### src/rtl/serial_cmd_engine_pkg.sv
// Shared definitions for the serial command engine.
// Holds the protocol byte values and the engine FSM state type.
package serial_cmd_pkg;

  localparam logic [7:0] CMD_WRITE = 8'h57;  // 'W'
  localparam logic [7:0] CMD_READ  = 8'h52;  // 'R'
  localparam logic [7:0] RSP_ACK   = 8'h06;
  localparam logic [7:0] RSP_NAK   = 8'h15;

  typedef enum logic [1:0] {
    IDLE,
    ADDR,
    DATA,
    RESP
  } state_t;

endpackage

### src/rtl/serial_cmd_engine_if.sv
// Byte-stream handshake bundle between serial_interface and serial_cmd_engine.
//   rx_data/rx_valid/rx_ready : received bytes flowing into the engine
//   tx_data/tx_valid/tx_ready : response bytes flowing out of the engine
// master: the serial_interface side; slave: the command engine.
interface serial_cmd_engine_if;
  logic [7:0] rx_data;
  logic       rx_valid;
  logic       rx_ready;
  logic [7:0] tx_data;
  logic       tx_valid;
  logic       tx_ready;

  modport master (
    output rx_data, rx_valid, tx_ready,
    input  rx_ready, tx_data, tx_valid
  );

  modport slave (
    input  rx_data, rx_valid, tx_ready,
    output rx_ready, tx_data, tx_valid
  );
endinterface

### src/rtl/serial_idle_timer.sv
// Inter-byte idle timer for the command engine.
//   clk, rst : clock and synchronous active-high reset
//   clear    : zero the count this cycle (takes priority over run)
//   run      : count one idle cycle
//   expired  : count has reached TIMEOUT_CYCLES-1 while running and not cleared
// TIMEOUT_CYCLES = 0 removes the counter and holds expired low.
module serial_idle_timer #(
  parameter int unsigned TIMEOUT_CYCLES = 1000000
) (
  input  logic clk,
  input  logic rst,
  input  logic clear,
  input  logic run,
  output logic expired
);

  if (TIMEOUT_CYCLES == 0) begin : g_off
    logic w_unused;
    assign w_unused = ^{clk, rst, clear, run};
    assign expired  = 1'b0;
  end else begin : g_on
    localparam int unsigned CntW = $clog2(TIMEOUT_CYCLES + 1);
    localparam logic [CntW-1:0] CntLast = CntW'(TIMEOUT_CYCLES - 1);
    localparam logic [CntW-1:0] CntOne  = CntW'(1);

    logic [CntW-1:0] r_cnt;

    always_ff @(posedge clk) begin
      if (rst || clear) begin
        r_cnt <= '0;
      end else if (run) begin
        r_cnt <= r_cnt + CntOne;
      end
    end

    // A byte arriving on the threshold cycle clears the count and wins.
    assign expired = run && !clear && (r_cnt == CntLast);
  end

endmodule

### src/rtl/serial_cmd_engine.sv
// UART register-access command engine.
// Decodes 'W' addr data -> ACK and 'R' addr -> value; anything malformed -> NAK.
//   clk, rst : clock and synchronous active-high reset
//   bus      : rx byte stream in, tx response stream out (slave side)
//   reg_out  : register bank, register k at bits [8k+7:8k]
module serial_cmd_engine
  import serial_cmd_pkg::*;
#(
  parameter int unsigned DEPTH          = 16,
  parameter int unsigned TIMEOUT_CYCLES = 1000000
) (
  input  logic                 clk,
  input  logic                 rst,
  serial_cmd_engine_if.slave   bus,
  output logic [DEPTH*8-1:0]   reg_out
);

  state_t     r_state;
  logic       r_rx_ready;
  logic       r_tx_valid;
  logic [7:0] r_tx_data;
  logic [7:0] r_opcode;
  logic [7:0] r_addr;
  logic [7:0] r_regs [DEPTH];

  logic       w_rx_fire;
  logic       w_tx_fire;
  logic       w_rx_addr_ok;
  logic       w_addr_ok;
  logic [7:0] w_rd_data;
  logic       w_expired;
  logic       w_timer_clear;
  logic       w_timer_run;

  assign w_rx_fire = bus.rx_valid && r_rx_ready;
  assign w_tx_fire = r_tx_valid && bus.tx_ready;

  // Full 8-bit compare: out-of-range addresses never alias onto the bank.
  assign w_rx_addr_ok = ({1'b0, bus.rx_data} < 9'(DEPTH));
  assign w_addr_ok    = ({1'b0, r_addr} < 9'(DEPTH));

  always_comb begin
    w_rd_data = '0;
    for (int unsigned k = 0; k < DEPTH; k++) begin
      if (bus.rx_data == 8'(k)) w_rd_data = r_regs[k];
    end
  end

  assign w_timer_run   = (r_state == ADDR) || (r_state == DATA);
  assign w_timer_clear = w_rx_fire || !w_timer_run;

  serial_idle_timer #(
    .TIMEOUT_CYCLES(TIMEOUT_CYCLES)
  ) u_idle_timer (
    .clk    (clk),
    .rst    (rst),
    .clear  (w_timer_clear),
    .run    (w_timer_run),
    .expired(w_expired)
  );

  always_ff @(posedge clk) begin
    if (rst) begin
      r_state    <= IDLE;
      r_rx_ready <= 1'b1;
      r_tx_valid <= 1'b0;
      r_tx_data  <= 8'h00;
      r_opcode   <= 8'h00;
      r_addr     <= 8'h00;
      for (int unsigned k = 0; k < DEPTH; k++) r_regs[k] <= 8'h00;
    end else begin
      unique case (r_state)
        IDLE: begin
          if (w_rx_fire) begin
            r_opcode <= bus.rx_data;
            if (bus.rx_data == CMD_WRITE || bus.rx_data == CMD_READ) begin
              r_state <= ADDR;
            end else begin
              r_state    <= RESP;
              r_rx_ready <= 1'b0;
              r_tx_valid <= 1'b1;
              r_tx_data  <= RSP_NAK;
            end
          end
        end
        ADDR: begin
          if (w_rx_fire) begin
            r_addr <= bus.rx_data;
            if (r_opcode == CMD_WRITE) begin
              r_state <= DATA;
            end else begin
              r_state    <= RESP;
              r_rx_ready <= 1'b0;
              r_tx_valid <= 1'b1;
              r_tx_data  <= w_rx_addr_ok ? w_rd_data : RSP_NAK;
            end
          end else if (w_expired) begin
            r_state    <= RESP;
            r_rx_ready <= 1'b0;
            r_tx_valid <= 1'b1;
            r_tx_data  <= RSP_NAK;
          end
        end
        DATA: begin
          if (w_rx_fire) begin
            for (int unsigned k = 0; k < DEPTH; k++) begin
              if (w_addr_ok && r_addr == 8'(k)) r_regs[k] <= bus.rx_data;
            end
            r_state    <= RESP;
            r_rx_ready <= 1'b0;
            r_tx_valid <= 1'b1;
            r_tx_data  <= w_addr_ok ? RSP_ACK : RSP_NAK;
          end else if (w_expired) begin
            r_state    <= RESP;
            r_rx_ready <= 1'b0;
            r_tx_valid <= 1'b1;
            r_tx_data  <= RSP_NAK;
          end
        end
        RESP: begin
          // tx_data is held untouched here, so it stays stable under backpressure.
          if (w_tx_fire) begin
            r_state    <= IDLE;
            r_rx_ready <= 1'b1;
            r_tx_valid <= 1'b0;
          end
        end
        default: begin
          r_state    <= IDLE;
          r_rx_ready <= 1'b1;
          r_tx_valid <= 1'b0;
        end
      endcase
    end
  end

  assign bus.rx_ready = r_rx_ready;
  assign bus.tx_valid = r_tx_valid;
  assign bus.tx_data  = r_tx_data;

  for (genvar k = 0; k < DEPTH; k++) begin : g_reg_out
    assign reg_out[8*k +: 8] = r_regs[k];
  end

endmodule

### src/flat_wrapper.sv
// flat-port wrapper written by rule: the top's interface ports become plain ports
module serial_cmd_engine_flat import serial_cmd_pkg::*;
#(
  parameter int unsigned DEPTH          = 16,
  parameter int unsigned TIMEOUT_CYCLES = 1000000
)
  (clk, rst, reg_out, bus_rx_data, bus_rx_valid, bus_tx_ready, bus_rx_ready, bus_tx_data, bus_tx_valid);
  serial_cmd_engine_if bus_i ();
  input  logic clk;
  input  logic rst;
  output logic [DEPTH*8-1:0] reg_out;
  input wire logic [$bits(bus_i.rx_data)-1:0] bus_rx_data;
  input wire logic [$bits(bus_i.rx_valid)-1:0] bus_rx_valid;
  input wire logic [$bits(bus_i.tx_ready)-1:0] bus_tx_ready;
  output wire logic [$bits(bus_i.rx_ready)-1:0] bus_rx_ready;
  output wire logic [$bits(bus_i.tx_data)-1:0] bus_tx_data;
  output wire logic [$bits(bus_i.tx_valid)-1:0] bus_tx_valid;
  assign bus_i.rx_data = bus_rx_data;
  assign bus_i.rx_valid = bus_rx_valid;
  assign bus_i.tx_ready = bus_tx_ready;
  assign bus_rx_ready = bus_i.rx_ready;
  assign bus_tx_data = bus_i.tx_data;
  assign bus_tx_valid = bus_i.tx_valid;
  serial_cmd_engine #(.DEPTH(DEPTH), .TIMEOUT_CYCLES(TIMEOUT_CYCLES)) u_core (.clk(clk), .rst(rst), .bus(bus_i), .reg_out(reg_out));
endmodule
### config.mk
export PLATFORM = sky130hd
export DESIGN_NAME = serial_cmd_engine_flat
export DESIGN_NICKNAME = d
export VERILOG_FILES = /design/src/rtl/serial_cmd_engine_pkg.sv /design/src/rtl/serial_cmd_engine_if.sv /design/src/rtl/serial_idle_timer.sv /design/src/rtl/serial_cmd_engine.sv /design/src/flat_wrapper.sv
export SDC_FILE = /design/constraint.sdc
export NUM_CORES = 1
export LEC_CHECK = 0
export BUFFER_PORTS_ARGS = -buffer_cell sky130_fd_sc_hd__buf_4
export CAP_MARGIN = 10
export CORE_ASPECT_RATIO = 0.5
export CORE_UTILIZATION = 45
export CTS_CLUSTER_SIZE = 30
export DETAILED_ROUTE_END_ITERATION = 10
export GPL_ROUTABILITY_DRIVEN = 0
export PLACE_DENSITY = 0.66
export SYNTH_ARGS = -nofsm -noshare
export SYNTH_HDL_FRONTEND = slang
export SYNTH_SLANG_ARGS = --single-unit
export TNS_END_PERCENT = 30
### constraint.sdc
create_clock -name clk -period 2.32 [get_ports clk]
set_input_delay 0.116 -clock clk [delete_from_list [all_inputs] [get_ports clk]]
set_output_delay 0.116 -clock clk [all_outputs]
set_load 0.1 [all_outputs]
==> out/metrics.yaml <==
final_layout:
  drive_above_1_share_pct: 28.6
  fin_util_pct: 59.4
  layout_commonest_cell: "buf_4"
  diodes: 0
  final_nets: 929
  area_delta_synth_final_pct: 28.0
  design_area_um2: 10400
  final_cell_mix: "buf_4 (201), nor2_1 (130), edfxtp_1 (128), nand2_1 (52), dfxtp_1 (47)"
critical_path:
  crit_path_end_kind: "flip-flop"
  r2r_setup_slack_ns: 0.14
  path_buf_inv: 3
  cp.required_ns: 2.66
  rr_worst_depth: 6
  critical_path.cell_chain: "dlygate4sd3_1 -> buf_4 -> nor4b_2 -> and2_2 -> buf_4 -> o221ai_1 -> o221ai_1 -> o311ai_0 -> a311oi_1"
  reg2reg_from: "u_core.r_opcode[6]$_SDFFE_PP0P_"
  cp_data_arrival_time_ns: 2.58
  cp_max_fo: 8
  critPathSlowestCell: "dlygate4sd3_1"
  timing.rr.end: "u_core.bus.tx_data[5]$_SDFFE_PP0P_"
  worstSetupPathType: "in -> reg"
  critPathMaxStageDelay_ns: 0.54
  setup.worst_path.start_class: "input port"
  critPathTopFamily: "buffers and inverters"
drt:
  ant_nets: 0
  wl_per_cell_um: 22.4
  dr.pass1.iters: 6
  wl_mm: 25.9
  vias: 6879
  dr.first_iter.drc_count: 852
  drcViolationCount: 0
  routed_via_density: 5.94
logic_synthesis:
  syn_area_um2: 8130
  synth_top_area_share_pct: 47.3
  synth.distinct_cells: 67
  synth-compound-area-share_pct: 11.4
  synth_top_area_cell: "edfxtp_1"
  synthMuxAreaShare_pct: 5.69
  seq_area_frac_synth_pct: 59.1
  yosys-top-cells-area: "edfxtp_1 (47%), dfxtp_1 (12%), nor2_1 (6.0%), mux4_2 (2.8%), nand2_1 (2.4%)"
  synth_xor_area_share_pct: 1.62
  synth_cells: 736
  yosys.area_share.simple_pct: 17.8
  synthAdderAreaFrac_pct: 0.924
  synth_top_family_by_area: "simple AND/OR/NAND/NOR gates"
  synth-main-ff-cell: "edfxtp_1"
  ys_ff_latch: 176
  synthArstFlopShare_pct: 0
  syn-num-nets: 754
  synth-warning-count: 0
  synth_edf_count: 128
  postSynthAreaPerCell_um2: 11.0
clocking:
  clk_path_buf_depth: 2
  cts_tree: "built"
  cts.sinks: 176
  clockRootBuffer: "clkbuf_16"
  cts_setup_buffers: 0
  insertion_delay_ns: 0.44
  cts_buffers: 17
  path_clk_slew_ns: 0.06
  h-tree-depth: 4
run:
  maxCapViolCount: 0
global_routing:
  grtUsageMet1_pct: 42.1
  grt_overflow: 0
  grt_max_degree: 39
  grt_pass1_wl_mm: 38.3
  busiest_layer: "met1"
  grt_use_total_pct: 28.0
  grt_pass1_vias: 6346
  use_met3_pct: 6.57
  use_met2_pct: 40.6
  antenna_found_initial: 0
placement:
  portBuffers: 149
  pre_cts_slack_ns: 0.0946
  placed_cell_area_um2: 9790
  post-dp-hpwl_mm: 18.7
timing:
  hold_viol_final: 0
  rsz0062_at_grt: "true"
  fin_crit_sh_pct: 96.6
  period_minus_slack_ns: 2.24
  fmax_mhz: 446
  maxSlewHeadroom_pct: 58.5
  drv_slew: 0
  max_slew.worst_pin.slew_ns: 0.615
  fin_skew_ns: 0.0159
  tns_ns: 0
  finalWorstSetupSlack_ns: 0.0789
  setup_viol: 0
pwr:
  p_leak_nw: 4.05
  peakVddDrop_uv: 722
  power_density_nw_per_um2: 938
worst_hold_path:
  hold_depth: 3
  hold-path-endpoint: "u_core.r_addr[5]$_SDFFE_PP0P_"
  hp-start: "bus_rx_data[5]"
  min-delay-path-class: "in -> reg"
floorplan:
  die_x_um: 192
  start_util_pct: 46.4
  dieArea_um2: 18600
  ios: 150
  die_y_um: 97.0
  num_rows: 34
  fp.coreArea_um2: 17500
outcome:
  status: "finished, final reports clean"
==> layer usage <==
metal | vias to the layer above | wire [um]
li1 | 3045 | -
met1 | 3376 | 11200
met2 | 427 | 11600
met3 | 31 | 2890
met4 | 0 | 318
met5 | - | 0
==> sequential cells by signal (all words and copies together), names as in the netlist <==
name,cells
u_core.bus.rx_ready,1
u_core.bus.tx_data,8
u_core.r_opcode,8
u_core.bus.tx_valid,1
u_core.r_state,2
u_core.u_idle_timer.g_on.r_cnt,20
u_core.r_addr,8
u_core.r_regs,128
==> through the flow <==
stage               std cells  hold WS [ns]  power, mW
floorplan                 736         0.252       6.07
global placement         1124         0.423       6.85
detailed placement       1124         0.435       6.88
CTS                      1158      0.000535       9.70
global route             1158       0.00892       10.1
finish                   1158       0.00681       9.76
==> kinds of logic (layout without fill, tap and decap cells) <==
kind of cell    count (synthesis)  after routing
fa+ha+maj                       6              6
xor+xnor                       15             15
mux                            33             33
flops                         176            176
buf+inv                        70            258
simple gates                  298            298
compound gates                138            138
==> layout make-up <==
type / count / area, um2
Clock inverter: 12 / 104
Fill cell: 1483 / 7120
Tap cell: 234 / 293
Inverter: 20 / 75.1
Timing Repair Buffer: 206 / 1590
Sequential cell: 176 / 4810
Multi-Input combinational cell: 490 / 3070
Clock buffer: 20 / 468
==> Yosys cell counts, types with 3 or more instances <==
cell type and count:
or3_1 5, clkbuf_1 34, ha_1 6, a2bb2oi_1 4, nor2b_1 8, a32oi_1 4, and3_1 9, edfxtp_1 128
nand4_1 10, nor2_1 130, nand2b_1 24, nand2_1 52, o22ai_1 4, o21ai_0 29, nand3b_1 4, a221o_1 3
inv_1 20, buf_1 3, mux4_2 10, a41o_1 5, o221ai_1 4, o211ai_1 6, and4_1 3, a311oi_1 3
a211oi_1 5, nor4b_1 3, a21o_1 3, a21oi_1 38, xnor2_1 6, dfxtp_1 48, nand3_1 16, a22oi_1 3
buf_2 12, mux2_2 6, and2_1 7, mux2i_1 17, nor3_1 12, xor2_1 9
==> how the worst max path moves through the flow <==
| stage | to | slack, ns | cells after the start | from |
|---|---|---|---|---|
| 2_1_floorplan | u_core.bus.tx_data[4]$_SDFFE_PP0P_ | 0.21 | 6 | u_core.r_regs[1][4]$_SDFFCE_PN0P_ |
| 3_3_place_gp | u_core.bus.tx_data[5]$_SDFFE_PP0P_ | 0.15 | 8 | bus_rx_data[4] |
| 3_5_place_dp | u_core.r_regs[0][48]$_SDFFCE_PN0P_ | 0.09 | 6 | u_core.r_addr[7]$_SDFFE_PP0P_ |
| 4_1_cts | u_core.r_regs[0][52]$_SDFFCE_PN0P_ | 0.05 | 6 | u_core.r_addr[4]$_SDFFE_PP0P_ |
| 5_1_grt | u_core.r_state[1]$_SDFFE_PP0P_ | 0.01 | 6 | u_core.r_state[0]$_SDFFE_PP0P_ |
| 6_report | u_core.bus.tx_data[5]$_SDFFE_PP0P_ | 0.08 | 9 | bus_rx_data[6] |
==> report_power, final <==
part           internal [mW]  switching (mW)
clock network           1.58            1.29
logic                  0.767            2.27
registers               3.63           0.216
total                   5.98            3.78
==> worst reg2reg max path, delay by kind of cell, from the launching register on <==
family | cells | cell delay (ns)
flip-flops | 1 | 0.33
AND/OR/NAND/NOR | 2 | 0.70
AO/OA/AOI/OAI | 4 | 1.04
==> repair_timing <==
action | in CTS | in global routing
resized for setup | 0 | 11
setup endpoints to repair | 0 | 83
hold buffers | 2 | 0
hold endpoints to repair | 2 | 0
(Power assumes the default switching activity.)
